## src/rtl/cpu_reg_package.sv

```systemverilog
// Shared bus constants plus the register map and state type of the multiplier responder.
package cpu_reg_package;

  localparam int DATA_WIDTH       = 32;
  localparam int ADDRESS_WIDTH    = 32;

  // Multiplier responder window: five consecutive words.
  localparam int MUL_WINDOW_WORDS = 5;
  localparam logic [2:0] MUL_OP_A   = 3'd0;
  localparam logic [2:0] MUL_OP_B   = 3'd1;
  localparam logic [2:0] MUL_CTRL   = 3'd2;
  localparam logic [2:0] MUL_RES_LO = 3'd3;
  localparam logic [2:0] MUL_RES_HI = 3'd4;

  // CTRL write bits.
  localparam int CTRL_START_BIT   = 0;
  localparam int CTRL_CLR_ERR_BIT = 1;

  // STATUS read bits.
  localparam int STAT_BUSY_BIT = 0;
  localparam int STAT_DONE_BIT = 1;
  localparam int STAT_ERR_BIT  = 2;

  // One shift-add step per multiplier bit.
  localparam int MUL_STEPS   = DATA_WIDTH;
  localparam int MUL_COUNT_W = $clog2(MUL_STEPS + 1);

  typedef enum logic {
    IDLE = 1'b0,
    RUN  = 1'b1
  } mul_state_t;

endpackage

```

## src/rtl/shift_add_mul_core.sv

```systemverilog
// Sequential unsigned shift-add multiplier: one multiplier bit per cycle, 64-bit accumulator.
module shift_add_mul_core
  import cpu_reg_package::*;
(
  input  logic                    clk,
  input  logic                    rst_n,
  input  logic                    clear,
  input  logic                    load,
  input  logic [DATA_WIDTH-1:0]   op_a,
  input  logic [DATA_WIDTH-1:0]   op_b,
  output logic                    run,
  output logic                    result_valid,
  output logic [2*DATA_WIDTH-1:0] product
);

  mul_state_t                 state_reg, state_next;
  logic [MUL_COUNT_W-1:0]     count_reg;
  logic [2*DATA_WIDTH-1:0]    acc_reg;
  logic [2*DATA_WIDTH-1:0]    mcand_reg;
  logic [DATA_WIDTH-1:0]      mplr_reg;
  logic [2*DATA_WIDTH-1:0]    step_sum;

  // Accumulator value after the current step; on the last step this is the full product.
  assign step_sum     = acc_reg + (mplr_reg[0] ? mcand_reg : '0);
  assign run          = (state_reg == RUN);
  assign result_valid = run && (count_reg == MUL_COUNT_W'(1));
  assign product      = step_sum;

  // State register; soft clear aborts a running multiply.
  always_ff @(posedge clk or negedge rst_n) begin
    if (!rst_n)     state_reg <= IDLE;
    else if (clear) state_reg <= IDLE;
    else            state_reg <= state_next;
  end

  // Next-state logic: start from IDLE, leave RUN on the final step.
  always_comb begin
    state_next = state_reg;
    case (state_reg)
      IDLE:    if (load) state_next = RUN;
      RUN:     if (count_reg == MUL_COUNT_W'(1)) state_next = IDLE;
      default: state_next = IDLE;
    endcase
  end

  // Datapath: latch operands on start, then shift multiplicand left and multiplier right each step.
  always_ff @(posedge clk or negedge rst_n) begin
    if (!rst_n) begin
      count_reg <= '0;
      acc_reg   <= '0;
      mcand_reg <= '0;
      mplr_reg  <= '0;
    end else if (clear) begin
      count_reg <= '0;
      acc_reg   <= '0;
      mcand_reg <= '0;
      mplr_reg  <= '0;
    end else if (state_reg == IDLE && load) begin
      count_reg <= MUL_COUNT_W'(MUL_STEPS);
      acc_reg   <= '0;
      mcand_reg <= {{DATA_WIDTH{1'b0}}, op_a};
      mplr_reg  <= op_b;
    end else if (state_reg == RUN) begin
      count_reg <= count_reg - MUL_COUNT_W'(1);
      acc_reg   <= step_sum;
      mcand_reg <= mcand_reg << 1;
      mplr_reg  <= mplr_reg >> 1;
    end
  end

endmodule

```

## src/rtl/cdc_mul_responder.sv

```systemverilog
// Bus responder for one CDC entry: operand/result register file, error/done flags and
// an OR-combinable registered read port in front of a sequential multiplier.
module cdc_mul_responder
  import cpu_reg_package::*;
#(
  parameter logic [ADDRESS_WIDTH-1:0] base_address = '0,
  parameter bit                       busy_en      = 1'b1
) (
  input  logic                     clk_i,
  input  logic                     reset_i,
  input  logic                     cpu_reset_i,
  input  logic [ADDRESS_WIDTH-1:0] address_i,
  input  logic [DATA_WIDTH-1:0]    data_i,
  input  logic                     we_i,
  output logic [DATA_WIDTH-1:0]    data_o,
  output logic                     busy_o
);

  logic [ADDRESS_WIDTH-1:0]  offset;
  logic                      in_window;
  logic [2:0]                sel;
  logic                      wr_hit;
  logic                      start;
  logic                      err_set;
  logic                      err_clr;
  logic                      run;
  logic                      result_valid;
  logic [2*DATA_WIDTH-1:0]   product;
  logic [DATA_WIDTH-1:0]     op_a_reg;
  logic [DATA_WIDTH-1:0]     op_b_reg;
  logic [2*DATA_WIDTH-1:0]   result_reg;
  logic                      done_reg;
  logic                      err_reg;
  logic [DATA_WIDTH-1:0]     status_word;
  logic [DATA_WIDTH-1:0]     read_next;

  // Unsigned subtract-and-compare also rejects addresses below the base.
  assign offset    = address_i - base_address;
  assign in_window = offset < ADDRESS_WIDTH'(MUL_WINDOW_WORDS);
  assign sel       = offset[2:0];
  assign wr_hit    = we_i && in_window;

  // Write decode: start only from IDLE; writable registers touched while running flag an error.
  always_comb begin
    start   = 1'b0;
    err_set = 1'b0;
    err_clr = 1'b0;
    if (wr_hit) begin
      if (sel == MUL_CTRL) begin
        start   = data_i[CTRL_START_BIT] && !run;
        err_clr = data_i[CTRL_CLR_ERR_BIT];
        err_set = run && (data_i[CTRL_START_BIT] || !data_i[CTRL_CLR_ERR_BIT]);
      end else if (sel == MUL_OP_A || sel == MUL_OP_B) begin
        err_set = run;
      end
    end
  end

  shift_add_mul_core u_core (
    .clk          (clk_i),
    .rst_n        (reset_i),
    .clear        (cpu_reset_i),
    .load         (start),
    .op_a         (op_a_reg),
    .op_b         (op_b_reg),
    .run          (run),
    .result_valid (result_valid),
    .product      (product)
  );

  // Read mux; everything outside the window reads as zero.
  always_comb begin
    status_word                = '0;
    status_word[STAT_BUSY_BIT] = run;
    status_word[STAT_DONE_BIT] = done_reg;
    status_word[STAT_ERR_BIT]  = err_reg;
    read_next                  = '0;
    if (in_window) begin
      case (sel)
        MUL_OP_A:   read_next = op_a_reg;
        MUL_OP_B:   read_next = op_b_reg;
        MUL_CTRL:   read_next = status_word;
        MUL_RES_LO: read_next = result_reg[DATA_WIDTH-1:0];
        MUL_RES_HI: read_next = result_reg[2*DATA_WIDTH-1:DATA_WIDTH];
        default:    read_next = '0;
      endcase
    end
  end

  // Register file, flags, busy and read data; both resets clear everything including RESULT.
  always_ff @(posedge clk_i or negedge reset_i) begin
    if (!reset_i) begin
      op_a_reg   <= '0;
      op_b_reg   <= '0;
      result_reg <= '0;
      done_reg   <= 1'b0;
      err_reg    <= 1'b0;
      busy_o     <= 1'b0;
      data_o     <= '0;
    end else if (cpu_reset_i) begin
      op_a_reg   <= '0;
      op_b_reg   <= '0;
      result_reg <= '0;
      done_reg   <= 1'b0;
      err_reg    <= 1'b0;
      busy_o     <= 1'b0;
      data_o     <= '0;
    end else begin
      if (wr_hit && !run && sel == MUL_OP_A) op_a_reg <= data_i;
      if (wr_hit && !run && sel == MUL_OP_B) op_b_reg <= data_i;
      if (result_valid) result_reg <= product;
      if (start)             done_reg <= 1'b0;
      else if (result_valid) done_reg <= 1'b1;
      if (err_clr)      err_reg <= 1'b0;
      else if (err_set) err_reg <= 1'b1;
      busy_o <= busy_en & run;
      data_o <= read_next;
    end
  end

endmodule

```

## config.mk

```make
export PLATFORM = sky130hd
export DESIGN_NAME = cdc_mul_responder
export DESIGN_NICKNAME = d
export VERILOG_FILES = /design/src/rtl/cpu_reg_package.sv /design/src/rtl/shift_add_mul_core.sv /design/src/rtl/cdc_mul_responder.sv
export SDC_FILE = /design/constraint.sdc
export NUM_CORES = 1
export LEC_CHECK = 0
export ABC_CLOCK_PERIOD_IN_PS = 4100
export BUFFER_PORTS_ARGS = -buffer_cell sky130_fd_sc_hd__buf_2
export CORE_ASPECT_RATIO = 1.75
export CORE_MARGIN = 8
export CORE_UTILIZATION = 50
export CTS_BUF_LIST = sky130_fd_sc_hd__clkbuf_8
export DETAILED_ROUTE_END_ITERATION = 10
export PLACE_DENSITY = 0.77
export SYNTH_ARGS = -nofsm -noshare
export SYNTH_HDL_FRONTEND = slang
export SYNTH_SLANG_ARGS = --single-unit
```

## constraint.sdc

```tcl
create_clock -name clk_i -period 4.1 [get_ports clk_i]
set_clock_uncertainty 0.15 [all_clocks]
set_input_delay 0.82 -clock clk_i [delete_from_list [all_inputs] [get_ports clk_i]]
set_output_delay 0.82 -clock clk_i [all_outputs]
set_load 0.01 [all_outputs]
```

Word level (Yosys, flattened, before mapping) --
Index checks and enable logic that the tools add are counted.
Word-level totals: register bits after elaboration 330
Operators by class: bitwise gates (word level) 1, order comparisons 1, reduce and logical (&&, ||, !) cells 19, muxes and demuxes 40, $add $sub $neg 2, equality and inequality tests 5
Operators with widths (number):
- $mux 64 | 9
- $mux 32 | 9
- $pmux 32 s5 | 1
- $add 64x64->64 | 1
- $lt 32x3->1 const B | 1
- $mux 6 | 3
- $mux 1 | 17
- $reduce_bool 3->1 | 3
- $logic_and 1x1->1 | 8
- $eq 3x2->1 const B | 2
- $eq 6x1->1 const B | 1
- $reduce_bool 2->1 | 3
- $sub 6x1->6 const B | 1
- $eq 3x1->1 const B | 1
- $eq 3x3->1 const B | 1
- $logic_not 3->1 | 1
- $logic_not 1->1 | 2
- $logic_or 1x1->1 | 2
- $pmux 1 s2 | 1
- $not 1->1 | 1

Longest topological paths before layout --
depth in word-level cells 8, mapped depth 15, mapped depth without buffers 13

Modules after synthesis --
Synthesis repeated with hierarchy kept, for this count alone.
Unflattened totals: cells, all modules 1940, area total of the unflattened synthesis 19043.3 um^2
By module, submodules not included:
- shift_add_mul_core | instances 1, area an instance 11324.6 um^2, sequential area each 4179.0 um^2, cells an instance 1291
- cdc_mul_responder | instances 1, area an instance 7718.7 um^2, sequential area each 4078.9 um^2, cells an instance 649

Worst setup path before layout --
Ideal clock, no wire load.
path kind reg-to-reg, start point reg u_core.mplr_reg[0], end point reg result_reg[50], path slack 452 ps, arrival time 3372 ps, period minus slack after synthesis 3648 ps, cell stages (with the launch flop) 16, cell sequence dfrtp_1 -> clkbuf_1 -> clkbuf_1 -> and2_1 -> ha_1 -> inv_1 -> fa_1 -> nor2b_1 -> o31a_2 -> a31oi_2 -> o31ai_1 -> a21oi_2 -> o311ai_2 -> a21oi_1 -> and4_1 -> a311o_1
On the way: word-level cells in the longest chain between the ends 4
Ends and longest elaborated chain:
- start, declared | line shift_add_mul_core.sv:20 | logic [DATA_WIDTH-1:0] mplr_reg;
- start signal, assigned | line shift_add_mul_core.sv:62 | mplr_reg <= op_b;
- start signal, assigned | line shift_add_mul_core.sv:67 | mplr_reg <= mplr_reg >> 1;
- $mux 64 | line shift_add_mul_core.sv:24 | assign step_sum = acc_reg + (mplr_reg[0] ? mcand_reg : '0);
- $add 64x64->64 | line shift_add_mul_core.sv:24
- $mux 64 | line cdc_mul_responder.sv:111 | if (result_valid) result_reg <= product;
- $mux 64 | line cdc_mul_responder.sv:100 | end else if (cpu_reset_i) begin
- end signal, assigned | line cdc_mul_responder.sv:111
- end, declared | line cdc_mul_responder.sv:31 | logic [2*DATA_WIDTH-1:0] result_reg;
No other way between the ends. The select of a mux whose other input is x is not followed. A chain may end at the register's enable or synchronous reset.

Worst setup path after layout --
start point reg u_core.mplr_reg[0], end point reg result_reg[58]
Same word-level chain as after synthesis.

==> metrics.txt <==
fin crit share 0.966; share of layout cells above drive strength 1 0.126; worst r2r path cells 13; Seq. cell area 0.00826 mm²; Max-slew headroom 0.243; metal2 WL 32.1 mm; # hold bufs at CTS 0; Top Layer Used met4; clock root cell clkbuf_8; via density per instance 6.24; Reg2Reg Launch Point u_core.mplr_reg[0]; CTS tree yes; Slew @ Worst Pin 1.14 ns; Chip Height 270 µm; clock buffer depth 3; Total GRT Usage 0.282; cell count after synthesis 2,038; smallest hold slack 0.151 ns; post-DP HPWL 45.3 mm; P&R area growth vs syn 11.8%; Worst Path Arrival 4.34 ns; H-Tree Level Count 2; DRT iter0 DRCs 1,285; die width 161 µm; Setup Viol. Count Final 0; vias in the first global route 16.8k; DRC 0; DR pass1 iterations 6; Pwr Density 305 mW/mm²; initial antenna violation count 1; Post-Syn Area per Cell 9.05 µm²; WL per Instance 23.8 µm; largest net degree at the start of global routing 107; I/O Buffers 100; top cells by area, synth dfrtp_1 45%, nand2_1 6.7%, a21oi_1 5.7%; Ports 101; maximum clock frequency 252 MHz; most area-hungry cell type in the Yosys netlist dfrtp_1; detailed-route via count 16.3k; worst vdd ir 0.353 mV; worst skew pair latency 0.63 ns; min Tclk post-route 3.96 ns; wl on met1 21.9 mm; max-slew violation count 0; die area 0.0435 mm²; mapped cell area 0.0184 mm²; WL met3 3.60 mm; FFs w/ async S/R, synth 1.00; Synth top area share 0.448; Post-synth EDFFs 0; CP endpoint kind flip-flop; register area share after synthesis 0.448; Max-Cap Viols 0; #FFs+latches synth 330; Crit. Startpoint u_core.mplr_reg[0]; unrepaired setup endpoints after global routing yes; Min-Delay Path Class input port to async pin; P_leak 0.00942 µW; total CTS buffers 48; Clock Sinks 330; global placement routability congestion 1.03; starting density of the core 0.503; warnings from Yosys 0; FILL cells 3,320; antenna viol nets, final 0; final hold viol count 0; dominant synthesized flop cell dfrtp_1; Clock transition at path regs 0.07 ns; Startpoint Class flip-flop; Core ar. 0.0367 mm²; # rows 93; first-pass GRT wire length 96.5 mm; status finished, final reports clean; GRT Residual Overflow 0; Power, Total 6290 µW; Data required, critical path 4.48 ns; DRT Wirelength 62.1 mm; Max FO, Critical Path 19; multi-input logic area 0.00952 mm²; Mapped Nets 2,172; Unique masters post-synth 75; Final Net Count 2,235; WS Path Type flip-flop to flip-flop
-- stage by stage --
stage | area (µm²) | setup slack (ns) | TNS (ns) | util | instances
finish | 20600 | 0.138 | 0 | 0.563 | 2613
global route | 20600 | -0.0286 | -0.0407 | 0.563 | 2613
CTS | 20600 | 0.181 | 0 | 0.562 | 2611
detailed placement | 19600 | 0.222 | 0 | 0.534 | 2525
global placement | 19600 | 0.263 | 0 | 0.534 | 2525
floorplan | 18400 | 0.452 | 0 | - | 2038
-- worst max-delay path, cell delays in order, from the launching register on --
cell and delay [ns]:
dfrtp_1 0.44, buf_4 0.25, nand2_1 0.12, fa_1 0.45, nor2b_1 0.21, o31a_2 0.20
a31oi_2 0.11, buf_4 0.17, o311ai_4 0.39, o21ai_2 0.19, a211oi_4 0.43, nor2_1 0.13
or4_1 0.43, a31oi_1 0.19
-- cell usage after synthesis (all sizes together), types with 3 or more instances --
| master | instances |
|---|---|
| or3 | 10 |
| a211oi | 70 |
| dfrtp | 330 |
| o22ai | 6 |
| ha | 65 |
| a21oi | 214 |
| a221oi | 4 |
| a22oi | 50 |
| inv | 20 |
| o21ai | 83 |
| nand2 | 328 |
| and2 | 68 |
| a22o | 58 |
| mux2i | 90 |
| o21bai | 17 |
| o21a | 11 |
| nand4 | 35 |
| a32o | 3 |
| a311oi | 3 |
| nor4 | 10 |
| xor2 | 33 |
| xnor2 | 28 |
| and3 | 14 |
| nor3 | 20 |
| nor2 | 141 |
| nor2b | 9 |
| a21boi | 5 |
| buf | 24 |
| or4 | 6 |
| nand3 | 39 |
| a21o | 33 |
| o211ai | 4 |
| o311ai | 3 |
| clkbuf | 135 |
| nand2b | 9 |
| a31oi | 13 |
| and4 | 4 |
| o31a | 3 |
| o31ai | 15 |
-- logic make-up (layout without fill, tap and decap cells) --
group / Yosys count / count (layout) / share of synthesized area
muxes: 91 / 91 / 0.0501
xor gates and xnor gates: 61 / 61 / 0.0290
adders and majority gates: 66 / 66 / 0.0452
AOI/OAI and AO/OA: 611 / 611 / 0.218
DFF: 330 / 330 / 0.448
other: 0 / 1 / 0
buffers and inverters: 180 / 279 / 0.0387
and+or+nand+nor: 699 / 699 / 0.172
-- final timing paths --
check,to,slack [ns]
setup / recovery,result_reg[58],0.14
hold / removal,u_core.mplr_reg[13],0.15
setup reg to reg,result_reg[58],0.14
hold reg to reg,result_reg[15],0.34
max in group asynchronous,data_o[31],2.66
min in group clk_i,op_a_reg[27],0.28
-- power breakdown --
part / leakage (µW) / switching (µW) / internal, µW / total, µW
Sequential: 0.00461 / 0.0000165 / 3260 / 3260
Clock: 0.000589 / 1340 / 1470 / 2810
Combinational: 0.00422 / 177 / 52.4 / 229
-- layout by cell type, fill, tap and decap left out, types with 32 or more instances in the layout --
cell type	instances
a22o_1	58
inv_1	37
clkbuf_8	61
a21o_1	33
a21oi_1	211
mux2i_1	90
dfrtp_1	329
buf_2	98
ha_1	65
nand3_1	38
o21ai_0	72
buf_4	64
nand2_1	328
a211oi_1	69
a22oi_1	50
nand4_1	34
nor2_1	139
and2_1	68
xor2_1	32
-- layout make-up --
type,count,area share
antenna,1,0.000121
clock buffer,61,0.0407
clock inverter,25,0.00867
inverter,21,0.00382
multi-input combinational,1528,0.462
sequential,330,0.401
tap,475,0.0288
timing repair buffer,172,0.0557
-- routing by layer --
layer  track usage  vias to the layer above
met2         0.498                      665
met4         0.191                        0
met5             0                        -
li1              -                     7405
met1         0.303                     8010
met3        0.0464                      233
-- what timing repair did --
item                                    4_1_cts  5_1_grt
hold endpoints to repair                      0        0
endpoints found under the setup margin        0        8
gates resized for setup                       0        5
setup buffers                                 0        1
(Power assumes the default switching activity.)
